File: src/rtl/mem_port_arbiter_pkg.sv
// Shared definitions for the fetch/data memory port arbiter: state encodings,
// default limits and fixed counter widths.
package mem_port_arbiter_pkg;

  typedef enum logic [1:0] {
    ST_IDLE  = 2'd0,
    ST_FETCH = 2'd1,
    ST_DATA  = 2'd2,
    ST_ERR   = 2'd3
  } arb_state_e;

  localparam int DEF_MAX_DM_BURST = 3;
  localparam int DEF_TIMEOUT      = 255;
  localparam int STREAK_W         = 4;
  localparam int WDOG_W           = 8;

endpackage

File: src/rtl/arb_wdog.sv
// Access watchdog: counts cycles a granted access waits on the memory and flags
// the cycle in which the wait reaches LIMIT.
module arb_wdog #(
  parameter int CW    = 8,
  parameter int LIMIT = 255
) (
  input  logic clk,
  input  logic rst,
  input  logic clr,
  input  logic tick,
  output logic expired
);

  localparam logic [CW-1:0] LAST = CW'(LIMIT - 1);

  logic [CW-1:0] cnt;

  always_ff @(posedge clk or negedge rst) begin
    if (!rst)                     cnt <= '0;
    else if (clr)                 cnt <= '0;
    else if (tick && cnt != LAST) cnt <= cnt + 1'b1;
  end

  // Fires on the LIMIT-th waiting cycle itself so the FSM can leave on that edge.
  assign expired = tick && (cnt == LAST);

endmodule

File: src/rtl/mem_port_arbiter.sv
// Arbitrates one single-ported, variable-latency memory between instruction
// fetch and the data port; raises the global stall and a sticky hang error.
import mem_port_arbiter_pkg::*;

module mem_port_arbiter #(
  parameter int AW           = 16,
  parameter int DW           = 16,
  parameter int MAX_DM_BURST = DEF_MAX_DM_BURST,
  parameter int TIMEOUT      = DEF_TIMEOUT
) (
  input  logic          clk,
  input  logic          rst,
  input  logic          if_req,
  input  logic [AW-1:0] if_addr,
  output logic [DW-1:0] if_rdata,
  output logic          if_done,
  input  logic          dm_req,
  input  logic          dm_wr,
  input  logic [AW-1:0] dm_addr,
  input  logic [DW-1:0] dm_wdata,
  output logic [DW-1:0] dm_rdata,
  output logic          dm_done,
  output logic          mem_en,
  output logic          mem_wr,
  output logic [AW-1:0] mem_addr,
  output logic [DW-1:0] mem_wdata,
  input  logic [DW-1:0] mem_rdata,
  input  logic          mem_ready,
  output logic          stall,
  output logic          err
);

  typedef struct packed {
    logic          wr;
    logic [AW-1:0] addr;
    logic [DW-1:0] wdata;
  } acc_t;

  localparam logic [STREAK_W-1:0] STREAK_MAX = STREAK_W'(MAX_DM_BURST);

  arb_state_e          state, state_n;
  acc_t                lat;
  logic [STREAK_W-1:0] streak;
  logic                grant_if, grant_dm, busy, expired;

  always_ff @(posedge clk or negedge rst) begin
    if (!rst) state <= ST_IDLE;
    else      state <= state_n;
  end

  always_comb begin
    state_n  = state;
    grant_if = 1'b0;
    grant_dm = 1'b0;
    case (state)
      ST_IDLE: begin
        // Data normally wins; a waiting fetch takes over once the data streak is spent.
        if (dm_req && (streak < STREAK_MAX || !if_req)) begin
          grant_dm = 1'b1;
          state_n  = ST_DATA;
        end else if (if_req) begin
          grant_if = 1'b1;
          state_n  = ST_FETCH;
        end
      end
      ST_FETCH, ST_DATA: begin
        if (mem_ready)    state_n = ST_IDLE;
        else if (expired) state_n = ST_ERR;
      end
      ST_ERR:  state_n = ST_ERR;
      default: state_n = ST_IDLE;
    endcase
  end

  always_ff @(posedge clk or negedge rst) begin
    if (!rst)          lat <= '0;
    else if (grant_dm) lat <= '{wr: dm_wr, addr: dm_addr, wdata: dm_wdata};
    else if (grant_if) lat <= '{wr: 1'b0, addr: if_addr, wdata: '0};
  end

  always_ff @(posedge clk or negedge rst) begin
    if (!rst)                              streak <= '0;
    else if (if_done)                      streak <= '0;
    else if (dm_done && streak < STREAK_MAX) streak <= streak + 1'b1;
  end

  assign busy = (state == ST_FETCH) || (state == ST_DATA);

  arb_wdog #(.CW(WDOG_W), .LIMIT(TIMEOUT)) u_wdog (
    .clk     (clk),
    .rst     (rst),
    .clr     (grant_if | grant_dm),
    .tick    (busy & ~mem_ready),
    .expired (expired)
  );

  always_comb begin
    if_done   = (state == ST_FETCH) && mem_ready;
    dm_done   = (state == ST_DATA)  && mem_ready;
    if_rdata  = if_done ? mem_rdata : '0;
    dm_rdata  = dm_done ? mem_rdata : '0;
    mem_en    = busy;
    mem_wr    = (state == ST_DATA) && lat.wr;
    mem_addr  = lat.addr;
    mem_wdata = lat.wdata;
    err       = (state == ST_ERR);
    // Reset forces every output low, even with requesters still asserting.
    stall     = rst && ((state == ST_ERR) || (if_req && !if_done) || (dm_req && !dm_done));
  end

`ifndef SYNTHESIS
  a_if_hold: assert property (@(posedge clk) disable iff (!rst)
    (state == ST_FETCH) |-> (if_req && if_addr == lat.addr));
  a_dm_hold: assert property (@(posedge clk) disable iff (!rst)
    (state == ST_DATA) |-> (dm_req && dm_addr == lat.addr && dm_wr == lat.wr));
`endif

endmodule
File: config.mk
export PLATFORM = sky130hd
export DESIGN_NAME = mem_port_arbiter
export DESIGN_NICKNAME = d
export VERILOG_FILES = /design/src/rtl/mem_port_arbiter_pkg.sv /design/src/rtl/arb_wdog.sv /design/src/rtl/mem_port_arbiter.sv
export SDC_FILE = /design/constraint.sdc
export NUM_CORES = 1
export LEC_CHECK = 0
export ABC_AREA = 1
export BUFFER_PORTS_ARGS = -buffer_cell sky130_fd_sc_hd__buf_2
export CORE_UTILIZATION = 51
export CTS_CLUSTER_SIZE = 12
export DETAILED_ROUTE_END_ITERATION = 16
export PLACE_DENSITY = 0.95
export SLEW_MARGIN = 40
export SYNTH_ARGS = -nofsm -noshare
export SYNTH_HDL_FRONTEND = slang
export SYNTH_SLANG_ARGS = --single-unit
File: constraint.sdc
create_clock -name clk -period 3.5 [get_ports clk]
set_input_delay 0.875 -clock clk [delete_from_list [all_inputs] [get_ports clk]]
set_output_delay 0.875 -clock clk [all_outputs]
set_load 0.02 [all_outputs]
== Word level (Yosys, flattened, before mapping) ==
Index checks and enable logic that the tools add are counted.

* Eq/ne operators: 7
* Bitwise gates (word level): 3
* Mux-type cells: 18
* $add $sub $neg: 2
* Reduce and logical (&&, ||, !) cells: 23
* $lt $le $gt $ge: 1

{| class="wikitable"
|+ Operator list
! cell !! number
|-
| $mux 33 || 2
|-
| $mux 16 || 2
|-
| $mux 8 || 2
|-
| $logic_and 1x1->1 || 10
|-
| $add 8x1->8 const B || 1
|-
| $eq 8x8->1 const B || 1
|-
| $mux 2 || 4
|-
| $mux 4 || 2
|-
| $ne 8x8->1 const B || 1
|-
| $ne 3x3->1 const B || 2
|-
| $pmux 2 s3 || 1
|-
| $reduce_bool 2->1 || 3
|-
| $mux 1 || 5
|-
| $add 4x1->4 const B || 1
|-
| $eq 2x2->1 const B || 2
|-
| $logic_or 1x1->1 || 4
|-
| $lt 4x2->1 const B || 1
|-
| $logic_not 1->1 || 3
|-
| $eq 2x1->1 const B || 1
|-
| $logic_not 2->1 || 1
|-
| $reduce_and 2->1 || 1
|-
| $reduce_or 2->1 || 1
|-
| $and 1x1->1 || 1
|-
| $not 1->1 || 1
|-
| $or 1x1->1 || 1
|}

* Register bits after elaboration: 47
* Output and inout bits: 70
* Word-level logic and storage cells: 60

== Logic depth before layout (Yosys ltp) ==
Gate-level depths: netlist of run 1.

* Depth in word-level cells: 7
* Depth in mapped cells: 10
* Depth with buffers taken out: 10

== Hierarchy ==
A second synthesis of run 1 with hierarchy kept.

* Cells, all modules: 422
* Area, all modules: 2,987.9 µm²

{| class="wikitable"
|+ By module, submodules not included
! module !! cells each !! area each (µm²) !! times used !! sequential area each (µm²)
|-
| mem_port_arbiter || 350 || 2,466.1 || 1 || 975.9
|-
| arb_wdog || 72 || 521.8 || 1 || 200.2
|}

== Worst setup path before layout of run 1 ==
No wires, ideal clock.

* Path kind: input-to-output
* Start point: input port mem_ready
* End point: output port stall
* Stages on the path: 5
* Data arrival time: 1,615 ps
* Path slack: 1,010 ps
* Buffers on the path: 0
* Cell sequence: nand2_1 inv_1 o22ai_1 o21ai_0 inv_1

* Longest elaborated chain between the ends: 6
* Elaborated cells on any way between the ends: 9
* Those cells by class: reduce/logical (9)

{| class="wikitable"
|+ Ends and longest elaborated chain
! element !! RTL line !! source
|-
| start: declaration || mem_port_arbiter.sv:28 || <nowiki>input logic mem_ready,</nowiki>
|-
| $logic_and 1x1->1 || mem_port_arbiter.sv:98 || <nowiki>if_done = (state == ST_FETCH) && mem_ready;</nowiki>
|-
| net if_done || mem_port_arbiter.sv:16 || <nowiki>output logic if_done,</nowiki>
|-
| $logic_not 1->1 || mem_port_arbiter.sv:108 || <nowiki>stall = rst && ((state == ST_ERR) || (if_req && !if_done) || (dm_req && !dm_done));</nowiki>
|-
| $logic_and 1x1->1 || mem_port_arbiter.sv:108 ||
|-
| $logic_or 1x1->1 (2 in series) || mem_port_arbiter.sv:108 ||
|-
| $logic_and 1x1->1 || mem_port_arbiter.sv:108 ||
|-
| end: declaration || mem_port_arbiter.sv:29 || <nowiki>output logic stall,</nowiki>
|}

The timed path passes the listed nets, and every way through them passes these cells.

== Worst setup path after layout of run 1 ==
* Start point: input port mem_ready
* End point: output port stall

* Longest elaborated chain between the ends: 6
* Elaborated cells on any way between the ends: 9
* Those cells by class: reduce/logical (9)

{| class="wikitable"
|+ Ends and longest elaborated chain
! element !! RTL line
|-
| $logic_and 1x1->1 || mem_port_arbiter.sv:98
|-
| $logic_not 1->1 || mem_port_arbiter.sv:108
|-
| $logic_and 1x1->1 || mem_port_arbiter.sv:108
|-
| $logic_or 1x1->1 || mem_port_arbiter.sv:108
|-
| $logic_or 1x1->1 * || mem_port_arbiter.sv:108
|-
| $logic_and 1x1->1 * || mem_port_arbiter.sv:108
|}

Mark *: on every way between the ends. The rest lies on a longest branch, timed or not.

==> results of run 1 <==
==> cell type report <==
| type | instances | area (µm²) |
|---|---|---|
| multi-input combinational | 252 | 1154 |
| sequential | 47 | 1176 |
| clock buffer | 6 | 72.57 |
| timing repair buffer | 141 | 710.7 |
| inverter | 104 | 399.1 |
| clock inverter | 2 | 16.27 |
| tap | 72 | 90.09 |
| fill | 497 | 2057 |
==> report_power, final <==
group	total [mW]	internal, mW	switching (mW)
Combinational	1.38	0.440	0.940
Clock	0.328	0.144	0.184
Sequential	0.888	0.762	0.126
Total	2.60	1.35	1.25
==> sequential cells by signal (all words and copies together), names as in the netlist <==
register,count
mem_addr,16
mem_wdata,16
streak,4
lat,1
state,2
u_wdog.cnt,8
==> how the worst min path moves through the flow <==
stage	start	endpoint	slack (ns)	cells after the start
2_1_floorplan	mem_addr[10]	mem_addr[10]	0.45	2
3_3_place_gp	mem_addr[12]	mem_addr[12]	0.46	2
3_5_place_dp	mem_addr[7]	mem_addr[7]	0.46	2
4_1_cts	mem_addr[7]	mem_addr[7]	0.48	2
5_1_grt	mem_addr[10]	mem_addr[10]	0.51	2
6_report	mem_addr[7]	mem_addr[7]	0.48	2
==> worst max-delay path, delay by kind of cell <==
family	cells	cell delay, ns
buf+inv	4	0.54
simple gates	1	0.38
compound gates	2	0.29
==> cell usage in the layout, fill, tap and decap left out <==
cell          n
buf_2       139
ha_1          7
o22ai_1       1
nand2_4       3
a211oi_1      1
clkinvlp_4    1
nand4_1       2
nor2_1       48
dfrtp_1      47
nand3_2       1
xor2_1        4
clkinv_1      1
nor2_2        3
inv_1        97
buf_4         2
inv_4         1
nand3_1      23
clkbuf_1      1
nand3_4       1
o21ai_0       3
o21ai_1      18
inv_2         3
clkinv_2      1
inv_6         2
nand2_2       4
nand2_1     133
clkbuf_8      5
==> cell families (layout without fill, tap and decap cells) <==
logic type      count (synthesis)  in the layout  synth area share
compound gates                 23             23           0.03854
fa+ha+maj                       7              7           0.02840
xor+xnor                        4              4           0.01136
flops                          47             47            0.3813
simple gates                  218            218            0.2957
buf+inv                       149            253            0.2446
==> routing by layer <==
layer / up-vias / track usage / share of wire
li1: 1466 / - / -
met1: 1280 / 0.2339 / 0.40
met2: 116 / 0.4342 / 0.52
met3: 9 / 0.03314 / 0.060
met4: 0 / 0.08214 / 0.014
met5: - / 0 / 0
==> metrics by stage <==
stage	power (mW)	std cells
2_1_floorplan	2.169	448
3_3_place_gp	2.237	616
3_5_place_dp	2.289	616
4_1_cts	2.622	624
5_1_grt	2.824	624
6_report	2.596	624
==> results.toml, run 1 <==
[run_status]
outcome = "finished clean"

[clock_network]
cts_buffers = 5
cts_tree = "built"
cts_sinks = 47
clock-root-buffer = "clkbuf_8"
hold_buffers = 0
clockBufferDepth = 2
clk_latency_ns = 0.30
cts.clk_slew.worst_paths_ns = 0.08
post-cts-setup-buffers = 0
cts_resized = 0
htree_levels = 2

[yosys]
synth_cell_types = 26
yosys_warnings = 0
synth_top_area_cell = "dfrtp_1"
syn_avg_cell_area_um2 = 6.884
async_flop_share = 1.000
yosysTopAreaCellShare = 0.3813
syn_inst = 448
syn_area_um2 = 3084
synth_edf_count = 0
synth_area_leaders = "dfrtp_1 38%, nand2_1 16%, inv_1 12%, buf_4 8.0%, nor2_1 5.8%"
synth.most_common_cell = "nand2_1"
yosys_most_used_dff = "dfrtp_1"
ys_seq_area_frac = 0.3813
synthesis.nets = 525
ys_ff_latch = 47
synth_commonest_cells = "133 x nand2_1, 97 x inv_1, 48 x nor2_1"

[critical_path]
crit_chain = "buf_2 > nand2_1 > inv_1 > o22ai_1 > o21ai_0 > inv_1 > buf_2"
crit_path_end_kind = "output port"
reg2reg_slack_ns = 1.73
crit_start = "mem_ready"
worst_ep_arrival_time_ns = 2.09
timing.rr.start = "state[0]"
critical_path.startpoint_type = "primary input"
cp.required_ns = 2.62
max_stage_delay_ns = 0.38
r2r-end = "u_wdog.cnt[7]"
critPathKind = "primary input to output port"
cp-endpoint = "stall"
cpMaxStageDelayCell = "nand2_1"
rr_worst_depth = 7
worstPathMaxFanout = 17

[timing]
fin_crit_sh = 0.8460
min_period_ns = 2.961
hold_ws_ns = 0.4820
finalSetupTns_ns = 0
rsz0062_at_grt = "false"
slew_headroom = 0.6063
worst_slack_ns = 0.5391
setup_violations = 0
finalHoldViolCount = 0
drv_slew = 0
worst_pin_slew_ns = 0.5906
max_freq_ghz = 0.3377
clock_skew_ns = 0.01257

[global_routing]
grtUsageTotal = 0.2211
grt.overflow.total = 0
first_global_vias = 2665
grt_max_degree = 48
antenna_found_initial = 0
grt_pass1_wl_um = 11070

[floorplanning]
ios = 140
die_h_um = 79.77
die_x_um = 79.77
initial_core_util = 0.5434
dieArea_um2 = 6362
core_region_area_um2 = 5675
rows = 27

[power_and_ir_drop]
ir_drop_uv = 393.7
leakagePower_nw = 2.481
powerDensity_nw_per_um2 = 717.4

[cells_and_area]
design_area_um2 = 3618
final_util = 0.6376
layout-drive-gt1-share = 0.3007
diodes = 0
syn_to_final_growth_pct = 17.32
nets = 628

[run]
max_cap_violations = 0

[route]
firstDrtPassIters = 6
vias = 2871
wl_per_cell_um = 10.89
drtAntennaViolNets = 0
drtIter0Drc = 115
drcViolationCount = 0
wirelength_um = 6795
viasPerCell = 4.601

[place]
hpwl_um = 5108
postPlaceCellArea_um2 = 3530
portBuffers = 139
preCtsSetupSlack_ns = 0.5431
gp_congestion = 0.7990

[worst_hold_path]
holdCritPathClass = "register to register"
Power figures use the tool's default switching activity.
==> run 2, diff against run 1 <==
Settings changed: CORE_UTILIZATION 51 to 48, PLACE_DENSITY 0.95 to 0.94.
Clock period 3.5 ns to 2.81 ns, I/O delays scaled along.
==> run 2 against run 1 <==
Clock-buffer cell count down 1. Global-route usage down 1.3 points. Largest power group unchanged. Wire length down 1.9%. Hold slack better by 0.0028 ns. Critical path depth up 1. Critical endpoint unchanged. Combinational power up 25%. Final cell count up 0.80%. Highest routed layer unchanged. First-iteration DRC count down 13%.
==> results.toml, run 2 (synthesized netlist as in run 1, its figures left out) <==
[run_status]
outcome = "finished clean"

[clock_network]
cts.clk_slew.worst_paths_ns = 0.09
htree_levels = 2
hold_buffers = 0
cts_resized = 0
cts_sinks = 47
clock-root-buffer = "clkbuf_8"
cts_tree = "built"
clk_latency_ns = 0.31
cts_buffers = 5
post-cts-setup-buffers = 0
clockBufferDepth = 2

[worst_hold_path]
holdCritPathClass = "register to register"
hp-start = "mem_addr[15]"
holdPathEnd = "mem_addr[15]"
whs_path_depth = 2

[timing]
fin_crit_sh = 0.8202
setup_violations = 0
clock_skew_ns = 0.01194
slew_headroom = 0.6079
drv_slew = 0
worst_slack_ns = 0.5053
finalSetupTns_ns = 0
max_freq_ghz = 0.4339
min_period_ns = 2.305
worst_pin_slew_ns = 0.5882
finalHoldViolCount = 0
rsz0062_at_grt = "false"

[cells_and_area]
nets = 630
layout-drive-gt1-share = 0.3051
layout_common_cells = "139 x buf_2, 133 x nand2_1, 97 x inv_1"
fill_cells = 543
final_common_cell = "buf_2"
stdcell_count = 629
final_util = 0.6045
diodes = 0
syn_to_final_growth_pct = 18.78

[place]
placedCellCount = 621
portBuffers = 139
preCtsSetupSlack_ns = 0.6635
hpwl_um = 5032
gp_congestion = 0.8237

[critical_path]
crit_path_end_kind = "output port"
cp.required_ns = 2.11
r2r-end = "u_wdog.cnt[7]"
reg2reg_slack_ns = 1.08
cpMaxStageDelayCell = "dfrtp_1"
crit_chain = "inv_1 > ha_1 > nand2_1 > inv_1 > o22ai_1 > o21ai_0 > inv_1 > buf_2"
cpMostUsedCell = "inv_1"
timing.rr.start = "state[0]"
critical_path.startpoint_type = "register"
max_stage_delay_ns = 0.42
critPathKind = "register to output port"
rr_worst_depth = 7
worstPathMaxFanout = 4
worst_ep_arrival_time_ns = 1.60

[global_routing]
grtUsageTotal = 0.2082
antenna_found_initial = 0
grt_max_degree = 48
first_global_vias = 2568
grt.overflow.total = 0
grt_pass1_wl_um = 10720

[route]
drtAntennaViolNets = 0
drcViolationCount = 0
vias = 2869
viasPerCell = 4.561
wirelength_um = 6669
drtIter0Drc = 100
wl_per_cell_um = 10.60
firstDrtPassIters = 4

[power_and_ir_drop]
ir_drop_uv = 533.4
powerDensity_nw_per_um2 = 916.8
total_power_mw = 3.359
leakagePower_nw = 2.502

[floorplanning]
core_region_area_um2 = 6061
initial_core_util = 0.5089
die_x_um = 82.16
dieArea_um2 = 6750
die_h_um = 82.16
ios = 140
rows = 28

[run]
max_cap_violations = 0
## run 2: worst max path at each step
stage / startpoint / end / slack [ns] / cells after the start
floorplan: mem_ready / stall / 0.66 / 5
global placement: mem_ready / stall / 0.68 / 7
detailed placement: mem_ready / stall / 0.66 / 7
CTS: state[0] / stall / 0.47 / 8
global route: state[0] / stall / 0.33 / 8
finish: state[0] / stall / 0.51 / 8
## run 2: routing by layer
layer  GRT usage  wire length (µm)  part of all wire  vias to the layer above
li1            -                 -                 -                     1468
met1      0.2174              2739              0.41                     1261
met2      0.4149              3399              0.51                      134
met3     0.03736               445             0.067                        6
met4     0.06316                84             0.013                        0
met5           0                 0                 0                        -
## run 2: stage by stage
stage / area, µm² / hold slack (ns)
final: 3664 / 0.4849
after global routing: 3664 / 0.4998
after CTS: 3664 / 0.4889
after detailed placement: 3548 / 0.4618
after global placement: 3548 / 0.4581
after floorplan: 3084 / 0.4069
## run 2: critical path, delay by kind of cell (launching register included)
family / cells / cell delay (ns)
AO/OA/AOI/OAI: 2 / 0.21
adder cells (fa/ha/maj): 1 / 0.21
buffers and inverters: 4 / 0.38
flip-flops: 1 / 0.42
AND/OR/NAND/NOR: 1 / 0.08
## run 2: power breakdown
| part | switching, mW | internal, mW |
|---|---|---|
| clock network | 0.247 | 0.268 |
| logic | 1.18 | 0.557 |
| registers | 0.160 | 0.949 |
## run 2: final cells by class
| class | count | area (µm²) | share of cell area |
|---|---|---|---|
| clock buffer | 5 | 68.82 | 0.01878 |
| timing repair buffer | 143 | 725.7 | 0.1981 |
| sequential | 47 | 1176 | 0.3210 |
| tap | 75 | 93.84 | 0.02561 |
| inverter | 104 | 399.1 | 0.1089 |
| clock inverter | 3 | 46.29 | 0.01264 |
| multi-input combinational | 252 | 1154 | 0.3149 |
==> run 3, diff against run 2 <==
Settings changed: ABC_AREA 1 to 0, CORE_UTILIZATION 48 to 45, PLACE_DENSITY 0.94 to 0.93.
Clock period 2.81 ns to 2.4 ns, I/O delays scaled along.
==> run 3 against run 2 <==
Final cell count decreased by 30%. Critical path type unchanged. Wire length fell by 7.1%. Hold slack got worse by 0.052 ns. Power grew 13%. Via count decreased by 20%. Sequential share of layout area rose by 4.6 points. Clock skew decreased by 0.0051 ns. Clock-buffer cell count did not move. Critical path depth down 2. Largest power group unchanged.
==> results.toml, run 3 <==
[run_status]
outcome = "finished clean"

[power_and_ir_drop]
seq_power_share = 0.346
leakagePower_nw = 1.907
ir_drop_uv = 623.4
p_clk_frac = 0.117
swShare = 0.4397
internal_power_mw = 2.119
netSwitchingPower_mw = 1.663
powerDensity_nw_per_um2 = 1181
power_frac_comb = 0.537
total_power_mw = 3.782

[critical_path]
timing.rr.start = "state[0]"
critical_path.startpoint_type = "register"
reg2reg_slack_ns = 0.47
cp.required_ns = 1.80
crit_path_end_kind = "output port"
worstPathMaxFanout = 3
worst_ep_arrival_time_ns = 1.59
r2r-end = "mem_addr[10]"
rr_worst_depth = 5
critPathKind = "register to output port"

[clock_network]
post-cts-setup-buffers = 0
cts_tree = "built"
cts.clk_slew.worst_paths_ns = 0.08
cts_resized = 0
htree_levels = 2
hold_buffers = 0
clk_latency_ns = 0.28
clockBufferDepth = 2
clock-root-buffer = "clkbuf_8"
cts_sinks = 47
cts_buffers = 5

[yosys]
ys_seq_area_frac = 0.4559
syn_avg_cell_area_um2 = 9.810
synth_top_area_cell = "dfrtp_1"
yosys_warnings = 0
async_flop_share = 1.000
synthesis.nets = 340
synth.most_common_cell = "dfrtp_1"
synth_cell_types = 38
yosys_most_used_dff = "dfrtp_1"
syn_inst = 263
syn_area_um2 = 2580
ys_ff_latch = 47
synth_commonest_cells = "47 x dfrtp_1, 34 x buf_4, 31 x and3_1"
synth_edf_count = 0
yosysTopAreaCellShare = 0.4559
synth_area_leaders = "dfrtp_1 46%, buf_4 9.9%, and3_1 7.5%, a22o_1 5.8%, o22ai_1 3.9%"

[floorplanning]
die_x_um = 77.72
rows = 27
core_region_area_um2 = 5507
ios = 140
dieArea_um2 = 6040
die_h_um = 77.72
initial_core_util = 0.4685

[global_routing]
antenna_found_initial = 0
first_global_vias = 2134
grt.overflow.total = 0
grt_max_degree = 48
grt_pass1_wl_um = 10040
grtUsageTotal = 0.2085

[route]
wl_per_cell_um = 13.99
viasPerCell = 5.169
drtIter0Drc = 116
drtAntennaViolNets = 0
drcViolationCount = 0
vias = 2290
firstDrtPassIters = 4
wirelength_um = 6197

[cells_and_area]
nets = 448
diodes = 0
layout-drive-gt1-share = 0.4420
syn_to_final_growth_pct = 24.10
layout_common_cells = "139 x buf_2, 47 x dfrtp_1, 31 x and3_1"
final_common_cell = "buf_2"
final_util = 0.5815

[timing]
worst_pin_slew_ns = 0.6681
finalSetupTns_ns = 0
max_freq_ghz = 0.4572
setup_violations = 0
rsz0062_at_grt = "false"
finalHoldViolCount = 0
slew_headroom = 0.5546
fin_crit_sh = 0.9113
drv_slew = 0
clock_skew_ns = 0.006857
min_period_ns = 2.187

[place]
gp_congestion = 0.8540
portBuffers = 139
hpwl_um = 4638

[run]
max_cap_violations = 0

[worst_hold_path]
holdCritPathClass = "primary input to asynchronous set/reset pin"
[run 3: critical path, cell delays in order (launching register included)]
cell,delay (ns)
dfrtp_1,0.41
inv_1,0.11
ha_1,0.18
nand2_1,0.08
a221oi_1,0.30
nor2b_1,0.07
buf_2,0.16
[run 3: layer usage]
layer,vias up,wire length (µm),track usage
met5,-,0,0
met4,0,94,0.05283
met3,10,306,0.04235
met2,74,3085,0.3611
met1,1097,2710,0.2650
li1,1109,-,-
[run 3: cell families after synthesis]
group / count (synthesis) / share of synthesized area
buffers and inverters: 68 / 0.1508
AND/OR/NAND/NOR: 66 / 0.1542
XOR/XNOR: 4 / 0.01358
flip-flops: 47 / 0.4559
adder cells (fa/ha/maj): 7 / 0.03395
AO/OA/AOI/OAI: 70 / 0.1877
multiplexers: 1 / 0.003880
[run 3: layout make-up]
type | instances | area, µm²
Clock buffer | 5 | 68.82
Clock inverter | 2 | 13.76
Fill cell | 497 | 2305
Inverter | 22 | 82.58
Multi-Input combinational cell | 148 | 1015
Sequential cell | 47 | 1176
Tap cell | 72 | 90.09
Timing Repair Buffer | 147 | 755.7
[run 3: through the flow]
step                      setup WS (ns)  instances  hold slack, ns  cell area [µm²]
final                            0.2128        443          0.4328             3202
after global placement           0.3634        436          0.4820             3119
after global routing             0.1276        443          0.4712             3202
after CTS                        0.2007        443          0.4451             3202
after floorplan                  0.5901        263          0.3044             2580
after detailed placement         0.3165        436          0.4888             3119
[run 3: worst max-delay path by stage]
stage               slack [ns]  startpoint            to
finish                    0.21    state[0]         stall
detailed placement        0.32   mem_ready         stall
global route              0.13    state[0]         stall
global placement          0.36   mem_ready         stall
CTS                       0.20    state[0]         stall
floorplan                 0.59    state[0]  dm_rdata[15]
[run 3: power by group through the flow]
stage / combinational (mW) / clock (mW) / sequential (mW)
floorplan: 1.77 / 0 / 1.28
global placement: 1.97 / 0 / 1.30
detailed placement: 2.04 / 0 / 1.32
CTS: 2.04 / 0.462 / 1.31
global route: 2.22 / 0.494 / 1.35
finish: 2.03 / 0.441 / 1.31
